$ cat src/rtl/program_sequencer.sv
// program_sequencer
//   Program-counter sequencer with a bounded return stack and a
//   req/done four-phase handshake.
//
//   Parameters
//     D   program-counter width in bits
//     SD  return-stack depth in entries (>= 1)
//     CW  cycle-counter width in bits
//
//   Ports
//     clk          single clock, rising edge
//     reset        synchronous, active-high
//     req          run request (held high until done is seen)
//     start_addr   entry address, taken when req is accepted in IDLE
//     jump_en      taken jump/branch this cycle
//     call_en      subroutine call this cycle
//     ret_en       subroutine return this cycle
//     halt         current instruction is halt
//     target       jump/call destination
//     prog_ctr     current instruction address
//     running      high while in RUN
//     done         high while in DONE
//     stack_err    sticky return-stack overflow/underflow flag
//     cycle_count  RUN cycles executed for the current program (saturating)
module program_sequencer #(
    parameter int unsigned D  = 12,
    parameter int unsigned SD = 4,
    parameter int unsigned CW = 16
) (
    input  logic          clk,
    input  logic          reset,
    input  logic          req,
    input  logic [D-1:0]  start_addr,
    input  logic          jump_en,
    input  logic          call_en,
    input  logic          ret_en,
    input  logic          halt,
    input  logic [D-1:0]  target,
    output logic [D-1:0]  prog_ctr,
    output logic          running,
    output logic          done,
    output logic          stack_err,
    output logic [CW-1:0] cycle_count
);

    localparam int unsigned SPW = $clog2(SD + 1);
    localparam int unsigned IW  = (SD > 1) ? $clog2(SD) : 1;

    typedef enum logic [1:0] {
        S_IDLE,
        S_RUN,
        S_DONE
    } state_t;

    state_t         state;
    logic [SPW-1:0] sp;
    logic [D-1:0]   stack [SD];

    logic           stack_empty;
    logic           stack_full;
    logic [IW-1:0]  push_idx;
    logic [IW-1:0]  top_idx;
    logic [D-1:0]   pc_next_seq;

    always_comb begin
        stack_empty = (sp == '0);
        stack_full  = (sp == SPW'(SD));
        // sp counts entries, so the next free slot is sp and the top is sp-1
        push_idx    = IW'(sp);
        top_idx     = IW'(sp - SPW'(1));
        pc_next_seq = prog_ctr + D'(1);
    end

    always_ff @(posedge clk) begin
        if (reset) begin
            state       <= S_IDLE;
            prog_ctr    <= '0;
            cycle_count <= '0;
            stack_err   <= 1'b0;
            sp          <= '0;
            running     <= 1'b0;
            done        <= 1'b0;
        end else begin
            case (state)
                S_IDLE: begin
                    if (req) begin
                        state       <= S_RUN;
                        running     <= 1'b1;
                        done        <= 1'b0;
                        prog_ctr    <= start_addr;
                        cycle_count <= '0;
                        sp          <= '0;
                        stack_err   <= 1'b0;
                    end
                end

                S_RUN: begin
                    if (cycle_count != '1) begin
                        cycle_count <= cycle_count + CW'(1);
                    end
                    // Fixed priority: halt > ret > call > jump > sequential.
                    // Error exits hold prog_ctr at the faulting instruction.
                    if (halt) begin
                        state   <= S_DONE;
                        running <= 1'b0;
                        done    <= 1'b1;
                    end else if (ret_en) begin
                        if (stack_empty) begin
                            stack_err <= 1'b1;
                            state     <= S_DONE;
                            running   <= 1'b0;
                            done      <= 1'b1;
                        end else begin
                            prog_ctr <= stack[top_idx];
                            sp       <= sp - SPW'(1);
                        end
                    end else if (call_en) begin
                        if (stack_full) begin
                            stack_err <= 1'b1;
                            state     <= S_DONE;
                            running   <= 1'b0;
                            done      <= 1'b1;
                        end else begin
                            stack[push_idx] <= pc_next_seq;
                            sp              <= sp + SPW'(1);
                            prog_ctr        <= target;
                        end
                    end else if (jump_en) begin
                        prog_ctr <= target;
                    end else begin
                        prog_ctr <= pc_next_seq;
                    end
                end

                S_DONE: begin
                    if (!req) begin
                        state <= S_IDLE;
                        done  <= 1'b0;
                    end
                end

                default: begin
                    state   <= S_IDLE;
                    running <= 1'b0;
                    done    <= 1'b0;
                end
            endcase
        end
    end

endmodule
$ cat config.mk
export PLATFORM = sky130hd
export DESIGN_NAME = program_sequencer
export DESIGN_NICKNAME = d
export VERILOG_FILES = /design/src/rtl/program_sequencer.sv
export SDC_FILE = /design/constraint.sdc
export NUM_CORES = 1
export LEC_CHECK = 0
export BUFFER_PORTS_ARGS = -buffer_cell sky130_fd_sc_hd__clkbuf_2
export CAP_MARGIN = 20
export CORE_UTILIZATION = 30
export DETAILED_ROUTE_END_ITERATION = 6
export HOLD_SLACK_MARGIN = 0.15
export PLACE_DENSITY_LB_ADDON = 0.3
export SETUP_SLACK_MARGIN = 0.3
export SYNTH_ARGS = -nofsm -noshare
export SYNTH_HDL_FRONTEND = slang
export SYNTH_SLANG_ARGS = --single-unit
$ cat constraint.sdc
create_clock -name clk -period 3.9 [get_ports clk]
set_input_delay 0 -clock clk [delete_from_list [all_inputs] [get_ports clk]]
set_output_delay 0 -clock clk [all_outputs]
set_load 0.01 [all_outputs]
; ---- Word-level counts from Yosys, hierarchy flattened
; Memories as Yosys holds them, arrays and structs flattened.
; Cells that the tools add are included.
[classes]
n_reduce_logical = 9
n_mux = 50
addsub = 4
n_eq_ne = 17
bitwise = 1
[ops]
columns = op, count
row1 = two-way mux 12 bit, 7
row2 = two-way mux 16 bit, 2
row3 = case mux 16 bit (2 select lines), 1
row4 = case mux 12 bit (2 select lines), 1
row5 = two-way mux 1 bit, 21
row6 = two-way mux 3 bit, 6
row7 = "adder 16 x 1 -> 16 bit, second input constant", 1
row8 = "inequality test 16 bit, second input constant", 1
row9 = "inequality test 4 bit, second input constant", 4
row10 = "inequality test 3 bit, second input constant", 5
row11 = AND reduction 5 bit, 3
row12 = two-way mux 2 bit, 7
row13 = "adder 12 x 1 -> 12 bit, second input constant", 1
row14 = AND reduction 6 bit, 2
row15 = "inequality test 2 bit, second input constant", 4
row16 = case mux 1 bit (3 select lines), 2
row17 = case mux 2 bit (3 select lines), 1
row18 = case mux 3 bit (2 select lines), 1
row19 = "adder 3 x 1 -> 3 bit, second input constant", 1
row20 = "equality test 3 bit, second input constant", 1
row21 = zero test 3 bit, 1
row22 = AND reduction 3 bit, 1
row23 = "subtractor 3 x 1 -> 3 bit, second input constant", 1
row24 = "equality test 2 x 1 -> 1 bit, second input constant", 1
row25 = other kinds (5), 5
[word_totals]
mem_count = 1
mem_bits_rw = 48
elab_cells = 89
register_bits = 36
[memory_table]
columns = name, depth, width, rd, rd_ports_with_merged_regs, wr, line_no
row1 = stack, 4, 12, 1, 0, 1, 57  ; logic [D-1:0] stack [SD];

; ---- Logic depth before layout (Yosys ltp)
; Gate-level depths: netlist of run 1.
[depth]
ltp_word = 8
mapped_depth = 10
ltp_nobuf = 7

; ---- Worst setup path before layout of run 1
; No wires, ideal clock.
[synth_timing]
path_type = register to register
start = register sp[0]
end = memory stack[0][0] (enable)
t_required_ps = 3545
path_slack_ps = 1809
arrival_time_ps = 1737
n_path_buf = 2
setup_time_ps = 355
period_less_slack_ps = 2091
path_stages_with_launch = 8
cell_sequence = dfxtp_1 -> buf_6 -> buf_6 -> inv_1 -> ha_1 -> a211oi_1 -> and3_1 -> and2_1
[synth_between]
elab_chain_len = 8
[synth_lines]
columns = element, line_no
row1 = "start, declared", 56  ; logic [SPW-1:0] sp;
row2 = "start signal, assigned", 115  ; sp <= sp - SPW'(1);
row3 = "start signal, assigned", 125  ; sp <= sp + SPW'(1);
row4 = equality test 3 bit, 67  ; stack_full = (sp == SPW'(SD));
row5 = two-way mux 1 bit, 118  ; if (stack_full) begin
row6 = two-way mux 1 bit, 117  ; end else if (call_en) begin
row7 = two-way mux 1 bit, 107  ; end else if (ret_en) begin
row8 = two-way mux 1 bit, 103  ; if (halt) begin
row9 = two-way mux 1 bit, 84  ; case (state)
row10 = two-way mux 1 bit, 75  ; if (reset) begin
row11 = two-way mux 1 bit (implied by the code), 124  ; stack[push_idx] <= pc_next_seq;
row12 = "end, declared", 57
; Parallel ways exist; a longest one is shown, timed or not.

; ---- Worst setup path in the final report of run 1
[layout_timing]
start = register sp[0]
end = register prog_ctr[6]
[layout_between]
elab_chain_len = 6
elab_cells_between_ends = 11
[layout_lines]
columns = element, line_no
row1 = subtractor 3 x 1 -> 3 bit, --
row2 = memory (4 x 12 bit), --
row3 = two-way mux 12 bit, 108  ; if (stack_empty) begin
row4 = two-way mux 12 bit, 107
row5 = two-way mux 12 bit, 103
row6 = case mux 12 bit (2 select lines), 84
row7 = "end signal, assigned", 90  ; prog_ctr <= start_addr;
row8 = "end signal, assigned", 114  ; prog_ctr <= stack[top_idx];
row9 = "end signal, assigned", 126  ; prog_ctr <= target;
row10 = "end, declared", 39  ; output logic [D-1:0] prog_ctr,
; Parallel ways exist; a longest one is shown, timed or not. The select of a mux whose other input is x is not followed.
; A chain may end at the register's enable or synchronous reset.

==> results by group, run 1 <==
Outcome
  – Outcome: completed

Global route
  – Initial antenna violation count: 0
  – Grt ovf: 0
  – First-pass GRT wire length: 17200 um
  – GRT Resource Usage Total: 15.9%
  – Largest net degree at the start of global routing: 26
  – Vias in the first global route: 3126

Timing
  – Fin worst setup slack: 0.990 ns
  – Slew headroom: 40.5%
  – Pins over their slew limit: 0
  – Setup Skew: 0.0142 ns
  – Worst slew pin tran: 0.889 ns
  – Fin crit share: 74.6%
  – Crit path time final: 2.91 ns
  – F_max: 344 MHz
  – Final setup TNS: 0 ns
  – RSZ-0062 raised after global routing: false
  – # setup viols final: 0
  – Number of hold violations in the final report: 0

Synth
  – Syn_nets: 402
  – Most numerous cell in the Yosys netlist: edfxtp_1
  – Syn Area/Cell: 11.3 sq um
  – Proportion of netlist area held by the largest area contributor: 35.1%
  – EDFF count, synth: 48
  – Sequential-to-total area share from yosys stat: 52.1%
  – Post-synth top area cell: edfxtp_1
  – Synth warn: 0
  – Synth Flop Type: edfxtp_1
  – Mapped Cells: 364
  – Largest cells by area after synthesis: edfxtp_1, dfxtp_1, mux4_1, xor2_1, nor2_1
  – Post-synth top cells: edfxtp_1, dfxtp_1, nor2_1
  – Post-synthesis cell area: 4110 sq um
  – Library cells used by synthesis: 56
  – Flops & latches, synth: 83
  – Post-synth ARST share: 0%

Power
  – Pwr dens: 441 nW/um^2
  – Worst vdd ir: 202 uV
  – P_leak: 1.89 nW

Floorplan
  – Die height: 119 um
  – Die Wd: 119 um
  – I/O Pins: 62
  – Core area: 13300 sq um
  – Num rows: 42
  – Starting density of the core: 30.9%
  – DIE AREA: 14200 sq um

Setup path
  – Startpoint types: flop
  – Req. time, crit path: 4.13 ns
  – Critical path arrival: 3.14 ns
  – Critical-path top delay cell: ha_1
  – Critical path class: flop to flop
  – CP Buf/Inv Count: 3
  – Max stage delay on crit path: 0.59 ns
  – Delay-heaviest family, CP: buffers and inverters
  – Crit end category: flop
  – Crit-path max FO: 20
  – Critical path cell sequence: buf_4 > inv_1 > ha_1 > mux4_2 > or3_1 > o21ai_1 > a211o_1 > a21oi_1 > dlygate4sd3_1

Clocking
  – Longest Clk Path Bufs: 2
  – Clk pin slew, worst setup/hold paths: 0.07 ns
  – Clk sink count: 83
  – CTS tree: done
  – Post-CTS Resized: 0
  – Num CTS Buffers: 9
  – CTS Root Cell: clkbuf_16
  – Postcts setup bufs: 0
  – CTS Hold Bufs: 20
  – Worst-skew pair later-pin latency: 0.34 ns
  – Htree depth: 3

Place
  – Pre-CTS setup slack: 1.43 ns
  – Gp weighted congestion: 0.892
  – DP HPWL: 7900 um
  – Placed cells: 582
  – # port buffers: 61

Layout
  – Fraction of layout cells with a size suffix above 1: 21.7%
  – Fill count: 1275
  – Nets: 475
  – Final Non-Filler Cells: 618
  – Syn-to-layout area delta: 22.6%
  – ANT cells: 0

Min path
  – Type of the most critical hold path: input pin to flop

Routing
  – Post-route ant nets: 0
  – Detailed-router iteration count before antenna repair: 4
  – Wirelength per Cell: 17.6 um
  – Vias per cell: 5.17
  – Starting DRT DRC Count: 304
  – DR DRC count: 0
  – Vias: 3193
  – WL final: 10900 um

Job
  – Number of max-cap violations: 0
-- registers in the layout, indices dropped and copies added (netlist names) --
| register | count |
|---|---|
| state | 1 |
| stack | 48 |
| done | 1 |
| prog_ctr | 12 |
| sp | 3 |
| running | 1 |
| stack_err | 1 |
| cycle_count | 16 |
-- final timing paths --
| check | start | end | slack (ns) | depth (start not counted) |
|---|---|---|---|---|
| setup / recovery | sp[0]$_SDFFE_PP0P_ | prog_ctr[6]$_SDFFE_PP0P_ | 0.99 | 9 |
| hold / removal | target[4] | prog_ctr[4]$_SDFFE_PP0P_ | 0.16 | 4 |
| setup reg to reg | sp[0]$_SDFFE_PP0P_ | prog_ctr[6]$_SDFFE_PP0P_ | 0.99 | 9 |
| hold reg to reg | stack_err$_SDFFE_PP0P_ | stack_err$_SDFFE_PP0P_ | 0.49 | 2 |
-- logic make-up (layout without fill, tap and decap cells) --
group,Yosys count,after routing,synth area share [%]
AND/OR/NAND/NOR,124,124,15.3
flip-flops,83,83,52.1
AO/OA/AOI/OAI,76,76,13.1
buffers and inverters,29,107,3.71
XOR/XNOR,25,25,5.33
multiplexers,20,20,8.25
adder cells (fa/ha/maj),7,7,2.13
-- area by class of cell --
cell class | instances | area [sq um] | share of cell area (%)
Sequential cell | 83 | 2140 | 42.5
Timing Repair Buffer | 84 | 528 | 10.5
Tap cell | 176 | 220 | 4.37
Inverter | 7 | 26.3 | 0.521
Clock inverter | 7 | 81.3 | 1.61
Multi-Input combinational cell | 252 | 1820 | 36.0
Clock buffer | 9 | 225 | 4.47
-- power breakdown --
group / leakage (nW) / switching, mW / internal (mW)
clock: 0.148 / 0.375 / 0.508
combinational: 1.01 / 0.189 / 0.139
sequential: 0.727 / 0.0432 / 0.968
total: 1.89 / 0.608 / 1.61
-- layer usage --
layer  wire length, um  track usage (%)
met3               515             2.87
met1              5240             22.6
met5                 0                0
met2              4870             22.7
met4               272             8.47
-- cell usage in the layout, fill, tap and decap left out, drive strengths merged, types with 2 or more instances in the layout --
cell,instances
a211o,2
a211oi,7
a21oi,13
a2bb2oi,3
a311oi,2
a31oi,3
a32o,2
and2,7
and3,10
and4,2
buf,3
clkbuf,70
dfxtp,35
dlygate4sd3,20
edfxtp,48
ha,7
inv,11
mux2,3
mux2i,8
mux4,9
nand2,23
nand2b,3
nand3,11
nand4,7
nor2,36
nor2b,5
nor3,13
nor4,2
o2111ai,5
o211ai,7
o21a,3
o21ai,18
o311ai,2
o41ai,2
xnor2,10
xor2,15
-- through the flow --
step                      power [mW]  util (%)  instance area [sq um]  hold slack (ns)
after global placement          1.33      34.1                   4530            0.263
after floorplan                 1.23         -                   4110            0.153
final                           2.22      37.9                   5040            0.160
after detailed placement        1.33      34.1                   4530            0.260
after CTS                       2.23      37.9                   5040            0.153
after global routing            2.31      37.9                   5040            0.174
-- tightest hold or removal path: cells and delay by family --
kind | cells | cell delay (ns)
AO/OA/AOI/OAI | 3 | 0.39
buffers and inverters | 1 | 0.08
(Power assumes the default switching activity.)
==> inputs of run 2 (changes only) <==
clock period = 2.6 ns   (was 3.9 ns; I/O delays follow)
==> run 2 against run 1 <==
Effect of this change: register-to-register slack got worse by 0.55 ns; count of clock-buffer cells in the layout unchanged; first-iteration DRC count down 45%; sequential power is 49% higher; total power is 51% higher; non-clock buffer count is 10 higher; core utilization is 0.64 points higher; worst setup slack got worse by 0.55 ns.
==> results by group, run 2 (synthesized netlist as in run 1, its figures left out) <==
Outcome
  – Outcome: completed (unchanged)

Setup path
  – Crit end category: flop (unchanged)
  – Req. time, crit path: 2.83 ns (was 4.13 ns)
  – Startpoint types: flop (unchanged)
  – Critical path class: flop to flop (unchanged)
  – Critical path arrival: 2.39 ns (was 3.14 ns)
  – Crit-path max FO: 6 (was 20)

Global route
  – Met2 GRT Util: 24.6% (was 22.7%)
  – First-pass GRT wire length: 16400 um (was 17200 um)
  – Grt ovf: 0 (unchanged)
  – Met1 Use GR: 20.1% (was 22.6%)
  – GRT Resource Usage Total: 15.2% (was 15.9%)
  – Initial antenna violation count: 0 (unchanged)
  – Vias in the first global route: 3001 (was 3126)
  – M3 GR Usage: 2.87% (unchanged)
  – Busiest grt layer: met2 (unchanged)
  – Largest net degree at the start of global routing: 21 (was 26)

Routing
  – Vias per cell: 5.06 (was 5.17)
  – WL final: 10400 um (was 10900 um)
  – Starting DRT DRC Count: 166 (was 304)
  – Vias: 3177 (was 3193)
  – Detailed-router iteration count before antenna repair: 5 (was 4)
  – Wirelength per Cell: 16.6 um (was 17.6 um)
  – Post-route ant nets: 0 (unchanged)
  – DR DRC count: 0 (unchanged)

Layout
  – Fill count: 1305 (was 1275)
  – Biggest register: stack (unchanged)
  – Commonest non-fill, non-tap cell in the layout: clkbuf_2 (unchanged)
  – Multi-input gate area: 1820 sq um (unchanged)
  – Max reg flops: 48 (unchanged)
  – Nets: 485 (was 475)
  – Fraction of layout cells with a size suffix above 1: 23.5% (was 21.7%)
  – Sequential Area: 2140 sq um (unchanged)
  – Syn-to-layout area delta: 24.7% (was 22.6%)
  – ANT cells: 0 (unchanged)
  – Largest regs: stack x48, cycle_count x16, prog_ctr x12 (unchanged)
  – Most frequent cells in the layout: clkbuf_2, edfxtp_1, dfxtp_1 (unchanged)

Floorplan
  – I/O Pins: 62 (unchanged)
  – Core area: 13300 sq um (unchanged)
  – Starting density of the core: 30.9% (unchanged)
  – Die height: 119 um (unchanged)
  – DIE AREA: 14200 sq um (unchanged)
  – Num rows: 42 (unchanged)
  – Die Wd: 119 um (unchanged)

Timing
  – Worst slew pin tran: 0.536 ns (was 0.889 ns)
  – Number of hold violations in the final report: 0 (unchanged)
  – Final setup TNS: 0 ns (unchanged)
  – Crit path time final: 2.16 ns (was 2.91 ns)
  – Fin crit share: 83.0% (was 74.6%)
  – Setup Skew: 0.0105 ns (was 0.0142 ns)
  – Slew headroom: 64.3% (was 40.5%)
  – RSZ-0062 raised after global routing: false (unchanged)
  – # setup viols final: 0 (unchanged)
  – Pins over their slew limit: 0 (unchanged)
  – F_max: 463 MHz (was 344 MHz)

Place
  – DP HPWL: 7300 um (was 7900 um)
  – Gp weighted congestion: 0.819 (was 0.892)
  – # port buffers: 61 (unchanged)

Power
  – Pwr Total: 3.34 mW (was 2.22 mW)
  – Worst vdd ir: 318 uV (was 202 uV)
  – Pwr dens: 653 nW/um^2 (was 441 nW/um^2)
  – P_leak: 1.94 nW (was 1.89 nW)

Clocking
  – CTS Root Cell: clkbuf_16 (unchanged)
  – Worst-skew pair later-pin latency: 0.34 ns (about the same)
  – Htree depth: 3 (unchanged)
  – Clk sink count: 83 (unchanged)
  – Num CTS Buffers: 9 (unchanged)
  – CTS tree: done (unchanged)
  – Longest Clk Path Bufs: 2 (unchanged)
  – Clk pin slew, worst setup/hold paths: 0.07 ns (about the same)
  – Post-CTS Resized: 0 (unchanged)

Min path
  – Type of the most critical hold path: input pin to flop (unchanged)

Job
  – Number of max-cap violations: 0 (unchanged)
run 2: changes by cell type in the layout (fill, tap and decap cells not counted):
cell           change
dlygate4sd3_1      +1
clkinv_1           -1
inv_8              +1
buf_4              +9
run 2: worst paths after layout:
check / from / endpoint / slack, ns / cells after the start
setup / recovery: prog_ctr[0]$_SDFFE_PP0P_ / prog_ctr[9]$_SDFFE_PP0P_ / 0.44 / 6
hold reg to reg: stack_err$_SDFFE_PP0P_ / stack_err$_SDFFE_PP0P_ / 0.51 / 2
hold / removal: target[7] / prog_ctr[7]$_SDFFE_PP0P_ / 0.16 / 4
setup reg to reg: prog_ctr[0]$_SDFFE_PP0P_ / prog_ctr[9]$_SDFFE_PP0P_ / 0.44 / 6
run 2: report_power, final:
part	switching (mW)	internal, mW	leakage [nW]
logic	0.288	0.210	1.06
clock network	0.570	0.771	0.152
registers	0.0539	1.45	0.727
total	0.912	2.43	1.94
run 2: layout make-up:
class                   instances  area share, %
repair buffers                 94           11.8
clock inverters                 7           1.73
flip-flops and latches         83           41.8
multi-input cells             252           35.4
clock buffers                   9           4.40
well taps                     176           4.30
inverters                       7          0.513
run 2: critical path: stages (launching register included):
cell	delay, ns
dfxtp_1	0.47
nand3_1	0.19
nor3_2	0.27
mux2i_1	0.23
o2111ai_1	0.11
dlygate4sd3_1	0.57
a32o_1	0.20
run 2: repair_timing:
item,in CTS,in global routing
endpoints found under the hold margin,16,0
buffers inserted,0,0
hold buffers,21,0
endpoints found under the setup margin,0,0
run 2: routing by layer:
layer	routed length [um]	vias to the layer above
li1	-	1538
met1	4640	1547
met2	5150	78
met3	419	14
met4	193	0
met5	0	-
run 2: through the flow:
step / hold WS [ns] / instances / setup slack [ns] / util [%] / cell area, sq um
floorplan: 0.153 / 364 / 0.509 / - / 4110
global placement: 0.256 / 591 / 0.501 / 34.6 / 4600
detailed placement: 0.263 / 591 / 0.390 / 34.6 / 4600
CTS: 0.152 / 628 / 0.390 / 38.5 / 5120
global route: 0.182 / 628 / 0.316 / 38.5 / 5120
finish: 0.157 / 628 / 0.441 / 38.5 / 5120
